$ cat src/rtl/operand_fetch_stage.sv
// Decode/operand-fetch stage: drives regfile read addresses, resolves operands with
// EX/MEM and MEM/WB forwarding, stalls on load-use, and registers the ID/EX entry.
module operand_fetch_stage #(
   parameter int unsigned XLEN   = 32,
   parameter int unsigned FWD_EN = 1,
   parameter int unsigned CNT_W  = 16
) (
   input  logic              clk,
   input  logic              rst,
   input  logic              i_flush,
   input  logic              i_in_valid,
   output logic              o_in_ready,
   input  logic [31:0]       i_in_instr,
   input  logic [XLEN-1:0]   i_in_pc,
   output logic [4:0]        o_rs1_addr,
   output logic [4:0]        o_rs2_addr,
   input  logic [XLEN-1:0]   i_rs1_rdata,
   input  logic [XLEN-1:0]   i_rs2_rdata,
   input  logic              i_exmem_wen,
   input  logic [4:0]        i_exmem_rd,
   input  logic [XLEN-1:0]   i_exmem_data,
   input  logic              i_memwb_wen,
   input  logic [4:0]        i_memwb_rd,
   input  logic [XLEN-1:0]   i_memwb_data,
   output logic              o_out_valid,
   input  logic              i_out_ready,
   output logic [XLEN-1:0]   o_out_pc,
   output logic [31:0]       o_out_instr,
   output logic [XLEN-1:0]   o_out_rs1_val,
   output logic [XLEN-1:0]   o_out_rs2_val,
   output logic [4:0]        o_out_rd,
   output logic              o_out_is_load,
   output logic [CNT_W-1:0]  o_stall_cnt
);

   localparam logic [6:0] OPC_LUI    = 7'b0110111;
   localparam logic [6:0] OPC_AUIPC  = 7'b0010111;
   localparam logic [6:0] OPC_JAL    = 7'b1101111;
   localparam logic [6:0] OPC_BRANCH = 7'b1100011;
   localparam logic [6:0] OPC_STORE  = 7'b0100011;
   localparam logic [6:0] OPC_OP     = 7'b0110011;
   localparam logic [6:0] OPC_LOAD   = 7'b0000011;

   logic              r_valid;
   logic [XLEN-1:0]   r_pc;
   logic [31:0]       r_instr;
   logic [XLEN-1:0]   r_rs1_val;
   logic [XLEN-1:0]   r_rs2_val;
   logic [4:0]        r_rd;
   logic              r_is_load;
   logic [CNT_W-1:0]  r_stall_cnt;

   logic [6:0]        w_opcode;
   logic [4:0]        w_rs1;
   logic [4:0]        w_rs2;
   logic              w_uses_rs1;
   logic              w_uses_rs2;
   logic              w_hz;
   logic              w_adv;
   logic              w_ready;
   logic              w_accept;
   logic              w_stall;
   logic [XLEN-1:0]   w_rs1_val;
   logic [XLEN-1:0]   w_rs2_val;

   // x0 is hardwired; younger in-flight results win over older ones and the regfile
   function automatic logic [XLEN-1:0] resolve(input logic [4:0] a, input logic [XLEN-1:0] rf,
                                               input logic ex_wen, input logic [4:0] ex_rd,
                                               input logic [XLEN-1:0] ex_data,
                                               input logic wb_wen, input logic [4:0] wb_rd,
                                               input logic [XLEN-1:0] wb_data);
      if (a == 5'd0)                                 return '0;
      if ((FWD_EN != 0) && ex_wen && (ex_rd == a))   return ex_data;
      if ((FWD_EN != 0) && wb_wen && (wb_rd == a))   return wb_data;
      return rf;
   endfunction

   assign w_opcode   = i_in_instr[6:0];
   assign w_rs1      = i_in_instr[19:15];
   assign w_rs2      = i_in_instr[24:20];
   assign w_uses_rs1 = !((w_opcode == OPC_LUI) || (w_opcode == OPC_AUIPC) || (w_opcode == OPC_JAL));
   assign w_uses_rs2 = (w_opcode == OPC_BRANCH) || (w_opcode == OPC_STORE) || (w_opcode == OPC_OP);

   assign w_hz = r_valid && r_is_load && (r_rd != 5'd0) &&
                 ((w_uses_rs1 && (w_rs1 == r_rd)) || (w_uses_rs2 && (w_rs2 == r_rd)));
   assign w_adv    = !r_valid || i_out_ready;
   assign w_ready  = w_adv && !w_hz && !i_flush;
   assign w_accept = i_in_valid && w_ready;
   assign w_stall  = i_in_valid && !w_ready && !i_flush;

   assign w_rs1_val = resolve(w_rs1, i_rs1_rdata, i_exmem_wen, i_exmem_rd, i_exmem_data,
                              i_memwb_wen, i_memwb_rd, i_memwb_data);
   assign w_rs2_val = resolve(w_rs2, i_rs2_rdata, i_exmem_wen, i_exmem_rd, i_exmem_data,
                              i_memwb_wen, i_memwb_rd, i_memwb_data);

   // ID/EX register: flush beats capture, capture beats bubble, otherwise hold
   always_ff @(posedge clk or posedge rst) begin
      if (rst) begin
         r_valid     <= 1'b0;
         r_pc        <= '0;
         r_instr     <= '0;
         r_rs1_val   <= '0;
         r_rs2_val   <= '0;
         r_rd        <= '0;
         r_is_load   <= 1'b0;
         r_stall_cnt <= '0;
      end else begin
         if (i_flush) begin
            r_valid <= 1'b0;
         end else if (w_accept) begin
            r_valid   <= 1'b1;
            r_pc      <= i_in_pc;
            r_instr   <= i_in_instr;
            r_rs1_val <= w_rs1_val;
            r_rs2_val <= w_rs2_val;
            r_rd      <= i_in_instr[11:7];
            r_is_load <= (w_opcode == OPC_LOAD);
         end else if (w_adv) begin
            r_valid <= 1'b0;
         end
         if (w_stall && (r_stall_cnt != {CNT_W{1'b1}}))
            r_stall_cnt <= r_stall_cnt + CNT_W'(1);
      end
   end

   assign o_in_ready    = w_ready;
   assign o_rs1_addr    = w_rs1;
   assign o_rs2_addr    = w_rs2;
   assign o_out_valid   = r_valid;
   assign o_out_pc      = r_pc;
   assign o_out_instr   = r_instr;
   assign o_out_rs1_val = r_rs1_val;
   assign o_out_rs2_val = r_rs2_val;
   assign o_out_rd      = r_rd;
   assign o_out_is_load = r_is_load;
   assign o_stall_cnt   = r_stall_cnt;

endmodule
$ cat config.mk
export PLATFORM = sky130hd
export DESIGN_NAME = operand_fetch_stage
export DESIGN_NICKNAME = d
export VERILOG_FILES = /design/src/rtl/operand_fetch_stage.sv
export SDC_FILE = /design/constraint.sdc
export NUM_CORES = 1
export LEC_CHECK = 0
export ABC_AREA = 1
export BUFFER_PORTS_ARGS = -buffer_cell sky130_fd_sc_hd__buf_4
export CAP_MARGIN = 20
export CORE_MARGIN = 4
export CORE_UTILIZATION = 30
export CTS_CLUSTER_SIZE = 14
export DETAILED_ROUTE_END_ITERATION = 10
export GPL_ROUTABILITY_DRIVEN = 0
export PLACE_DENSITY_LB_ADDON = 0.25
export SLEW_MARGIN = 0
export SYNTH_ARGS = -nofsm -noshare
export SYNTH_HDL_FRONTEND = slang
export SYNTH_SLANG_ARGS = --single-unit
$ cat constraint.sdc
create_clock -name clk -period 5.5 [get_ports clk]
set_clock_uncertainty 0.15 [all_clocks]
set_input_delay 1.65 -clock clk [delete_from_list [all_inputs] [get_ports clk]]
set_output_delay 1.65 -clock clk [all_outputs]
set_load 0.01 [all_outputs]
* Word-level counts from Yosys, hierarchy flattened
Cells that the tools add are included.
Word-level totals: latch bits 0, memory bits (writable) 0, input bits 209, memories 0, memory bits (read-only) 0, register bits 151
Operators by class: multiply operators 0, divide/modulo/power cells 0, reduce and logical (&&, ||, !) cells 31, bitwise gates (word level) 1, $lt $le $gt $ge 0, add/sub/neg operators 1, shift-type cells 0, muxes and demuxes 27, eq/ne operators 14
Operator list (count):
- 32-bit two-way mux | 12
- 5-bit == test | 6
- 7-bit by 6-bit == test with 1-bit output (second input constant) | 3
- 16-bit by 1-bit adder with 16-bit output (second input constant) | 1
- 16-bit != test (second input constant) | 1
- 1-bit logical AND | 15
- 1-bit two-way mux | 15
- 7-bit == test (second input constant) | 2
- 5-bit zero test | 2
- 7-bit by 2-bit == test with 1-bit output (second input constant) | 1
- 7-bit by 5-bit == test with 1-bit output (second input constant) | 1
- 1-bit logical OR | 6
- 1-bit zero test | 5
- 5-bit nonzero test | 1
- 3-bit nonzero test | 1
- 2-bit AND reduction | 1
- 1-bit inverter | 1

* Logic depth before layout (Yosys ltp)
depth after elaboration 14, mapped depth 13, mapped depth without buffers 12

* Worst setup path before layout
Ideal clock, no wire load.
path type input-to-output, start point in i_in_instr[1], end point out o_in_ready, data required time 3.700 ns, arrival time 2.532 ns, buffers on the path 1, cell stages on the path 10, setup slack 1.168 ns, cells stage by stage nand2_1 -> nor3_2 -> nand2_1 -> nor2_1 -> nand2_1 -> nand2_1 -> nand2_2 -> nand2_1 -> buf_4 -> inv_1
On the way: word-level cells in the longest chain between the ends 10, elaborated cells between the ends (all ways) 18, those cells by class eq/ne (6); reduce/logical (12)
RTL lines:
- start, declared | line 13 | input logic [31:0] i_in_instr,
- 7-bit by 6-bit == test with 1-bit output or 7-bit by 5-bit == test with 1-bit output (tied branches) | line 81 | assign w_uses_rs1 = !((w_opcode == OPC_LUI) || (w_opcode == OPC_AUIPC) || (w_opcode == OPC_JAL));
- 1-bit logical OR (2 in series) | line 81
- 1-bit zero test | line 81
- 1-bit logical AND | line 85 | ((w_uses_rs1 && (w_rs1 == r_rd)) || (w_uses_rs2 && (w_rs2 == r_rd)));
- 1-bit logical OR (*) | line 85
- 1-bit logical AND (*) | line 84 | assign w_hz = r_valid && r_is_load && (r_rd != 5'd0) &&
- 1-bit zero test (*) | line 87 | assign w_ready = w_adv && !w_hz && !i_flush;
- 1-bit logical AND (*) (2 in series) | line 87
- end, declared | line 12 | output logic o_in_ready,
Every way passes the cells marked *; elsewhere a longest branch is shown, timed or not.

* Worst setup path after layout
start point in i_in_instr[3], end point out o_in_ready
The elaborated chain is that of the path after synthesis.

==> flow_summary.json <==
{
  "layout-drive-gt1-share_pct": 31.7,
  "clock_sinks": 146,
  "slew-limit-headroom_pct": 35.3,
  "die-area_um2": 31100,
  "wirelength_um": 33100,
  "timing.fmax_mhz": 223,
  "syn_area_um2": 8500,
  "hpwl_um": 23900,
  "ys_warn_count": 0,
  "nets": 1691,
  "synth-seq-area-share_pct": 43.0,
  "run_status": "complete, no violations",
  "drc": 0,
  "clk_pin_slew_worst_paths_ns": 0.07,
  "final_common_cell": "buf_4",
  "cts-hold-fix-buffers": 0,
  "antenna_found_initial": 1,
  "critPathMaxStageDelay_ns": 0.21,
  "area_delta_synth_final_pct": 41.2,
  "wl_per_cell_um": 17.7,
  "grt-ovfl-total": 0,
  "core.rowCount": 61,
  "crit_slowest_cell": "nor3_2",
  "hold_path_class": "flip-flop to flip-flop",
  "required_ns": 3.70,
  "clockBufferDepth": 2,
  "fin_crit_sh_pct": 81.7,
  "dieHeight_um": 176,
  "drt_iter0_drc": 698,
  "synth_cells": 1162,
  "htree_levels": 4,
  "tritoncts": "done",
  "synth_top_area_cell": "dfrtp_1",
  "drv_slew": 0,
  "fp.dieW_um": 176,
  "cpMostUsedCell": "nand2_1",
  "rsz0062_at_grt": "no",
  "start_util_pct": 30.5,
  "grt_pass1_vias": 8942,
  "vias_per_cell": 4.86,
  "synth.distinct_cells": 27,
  "synth_top_cell_area_share_pct": 43.0,
  "io_buffers": 370,
  "syn_area_per_cell_um2": 7.31,
  "drt_first_pass_iters": 7,
  "ant_nets": 0,
  "power.density_nw_per_um2": 291,
  "layout.cells.non_filler": 1873,
  "worstPathMaxFanout": 4,
  "critPathArrivalTime_ns": 2.69,
  "p_leak_uw": 0.00636,
  "dr_total_vias": 9094,
  "utilization_pct": 43.1,
  "crit_type": "input port to primary output",
  "synth_fp_nets": 1372,
  "layout_common_cells": "buf_4, nand2_1, nor2_1",
  "hold_viol_final": 0,
  "cts_root_buf": "clkbuf_16",
  "synth_seq_cells": 146,
  "endpoint_kind": "primary output",
  "setup_violations": 0,
  "cp_top_family": "simple AND/OR/NAND/NOR gates",
  "post_cts_buffers": 0,
  "grt_pass1_wl_um": 50600,
  "pin_count": 371,
  "synthTopCellsByArea": "dfrtp_1, nand2_1, nor2_1, nand4_1, nand3_1",
  "crit_chain": "buf_4 -> nor3_2 -> nand2_1 -> nor2_1 -> nand2_1 -> nand2_1 -> nand2_2 -> nand2_1 -> inv_1 -> buf_4",
  "grt_max_degree": 147,
  "peakVddDrop_mv": 0.166,
  "fin_crit_ns": 4.49,
  "hold_slack_ns": 0.334,
  "finalSetupTns_ns": 0,
  "cts_resized": 0,
  "worst_slew_pin_slew_ns": 0.969,
  "cp-start-kind": "input port",
  "clk_latency_ns": 0.42,
  "grt_usage_pct": 20.5,
  "cap_violations": 0,
  "dp.cells": 1840,
  "coreArea_um2": 27900,
  "numCtsBuffers": 17,
  "critPathBufInv": 3
}
## metal layers
metal | GRT usage (%) | part of all wire, %
met2 | 34.1 | 48
met5 | 0 | 0
met3 | 5.93 | 8.9
met1 | 26.2 | 41
met4 | 5.88 | 1.8
## flip-flops by register name, indices dropped and copies added (netlist names)
name and count:
o_stall_cnt 16, o_out_pc 32, o_out_valid 1, o_out_instr 32, o_out_rs1_val 32, o_out_is_load 1
o_out_rs2_val 32
## worst register-to-register path: stages, from the launching register on
cell,delay (ns)
dfrtp_1,0.52
inv_1,0.12
nand2_1,0.07
nand4_1,0.08
nor2_1,0.10
nand2_1,0.05
nand2_1,0.10
nand2_2,0.11
nand3_4,0.36
buf_4,0.49
o21ai_0,0.18
## area by class of cell
class / instances / area (µm²)
Clock buffer: 19 / 453
Sequential cell: 146 / 3650
Multi-Input combinational cell: 833 / 3960
Tap cell: 378 / 473
Fill cell: 2859 / 15900
Inverter: 93 / 353
Antenna cell: 1 / 2.50
Clock inverter: 13 / 140
Timing Repair Buffer: 390 / 2970
## worst paths after layout
kind                                        startpoint  slack, ns  depth (start not counted)                     endpoint
max                                      i_in_instr[3]       1.01                         10                   o_in_ready
min                        o_out_instr[26]$_DFFE_PP0P_       0.33                          2  o_out_instr[26]$_DFFE_PP0P_
max reg2reg                 o_out_instr[7]$_DFFE_PP0P_       3.02                         10     o_out_pc[19]$_DFFE_PP0P_
min reg2reg                o_out_instr[26]$_DFFE_PP0P_       0.33                          2  o_out_instr[26]$_DFFE_PP0P_
max in group asynchronous                          rst       3.25                          3   o_out_instr[0]$_DFFE_PP0P_
min in group asynchronous                          rst       1.31                          3   o_stall_cnt[5]$_DFFE_PP0P_
## cells in the mapped netlist
cell	n
xnor2_1	6
a21oi_1	4
nor2_2	2
ha_1	1
xor2_1	9
nand2_2	1
nand4_1	85
buf_2	27
nand3_2	3
dfrtp_1	146
and3_1	1
inv_1	88
o21ai_1	80
nor3_1	9
o22ai_1	6
nor3_2	1
clkbuf_1	22
a21oi_2	3
inv_2	5
nand3_1	85
nand3_4	1
o21ai_0	29
nor2_1	149
nand2_1	328
buf_6	16
buf_4	25
o21ai_2	30
## per-stage QoR
step | worst slack (ns) | total power [µW] | area [µm²]
after floorplan | 1.17 | 1790 | 8500
after global placement | 1.01 | 2310 | 11400
after global routing | 0.887 | 3690 | 12000
after CTS | 0.994 | 3540 | 12000
after detailed placement | 0.998 | 2310 | 11400
final | 1.01 | 3490 | 12000
## logic make-up after synthesis
family	synth area share, %
AND/OR/NAND/NOR	33.8
buffers and inverters	11.0
adder cells (fa/ha/maj)	0.147
flip-flops	43.0
AO/OA/AOI/OAI	10.5
XOR/XNOR	1.55
## power by group
| group | leakage [µW] | internal (µW) | switching (µW) |
|---|---|---|---|
| registers | 0.00184 | 1230 | 115 |
| clock network | 0.000287 | 666 | 539 |
| logic | 0.00424 | 444 | 493 |
| total | 0.00636 | 2340 | 1150 |
(Power assumes the default switching activity.)
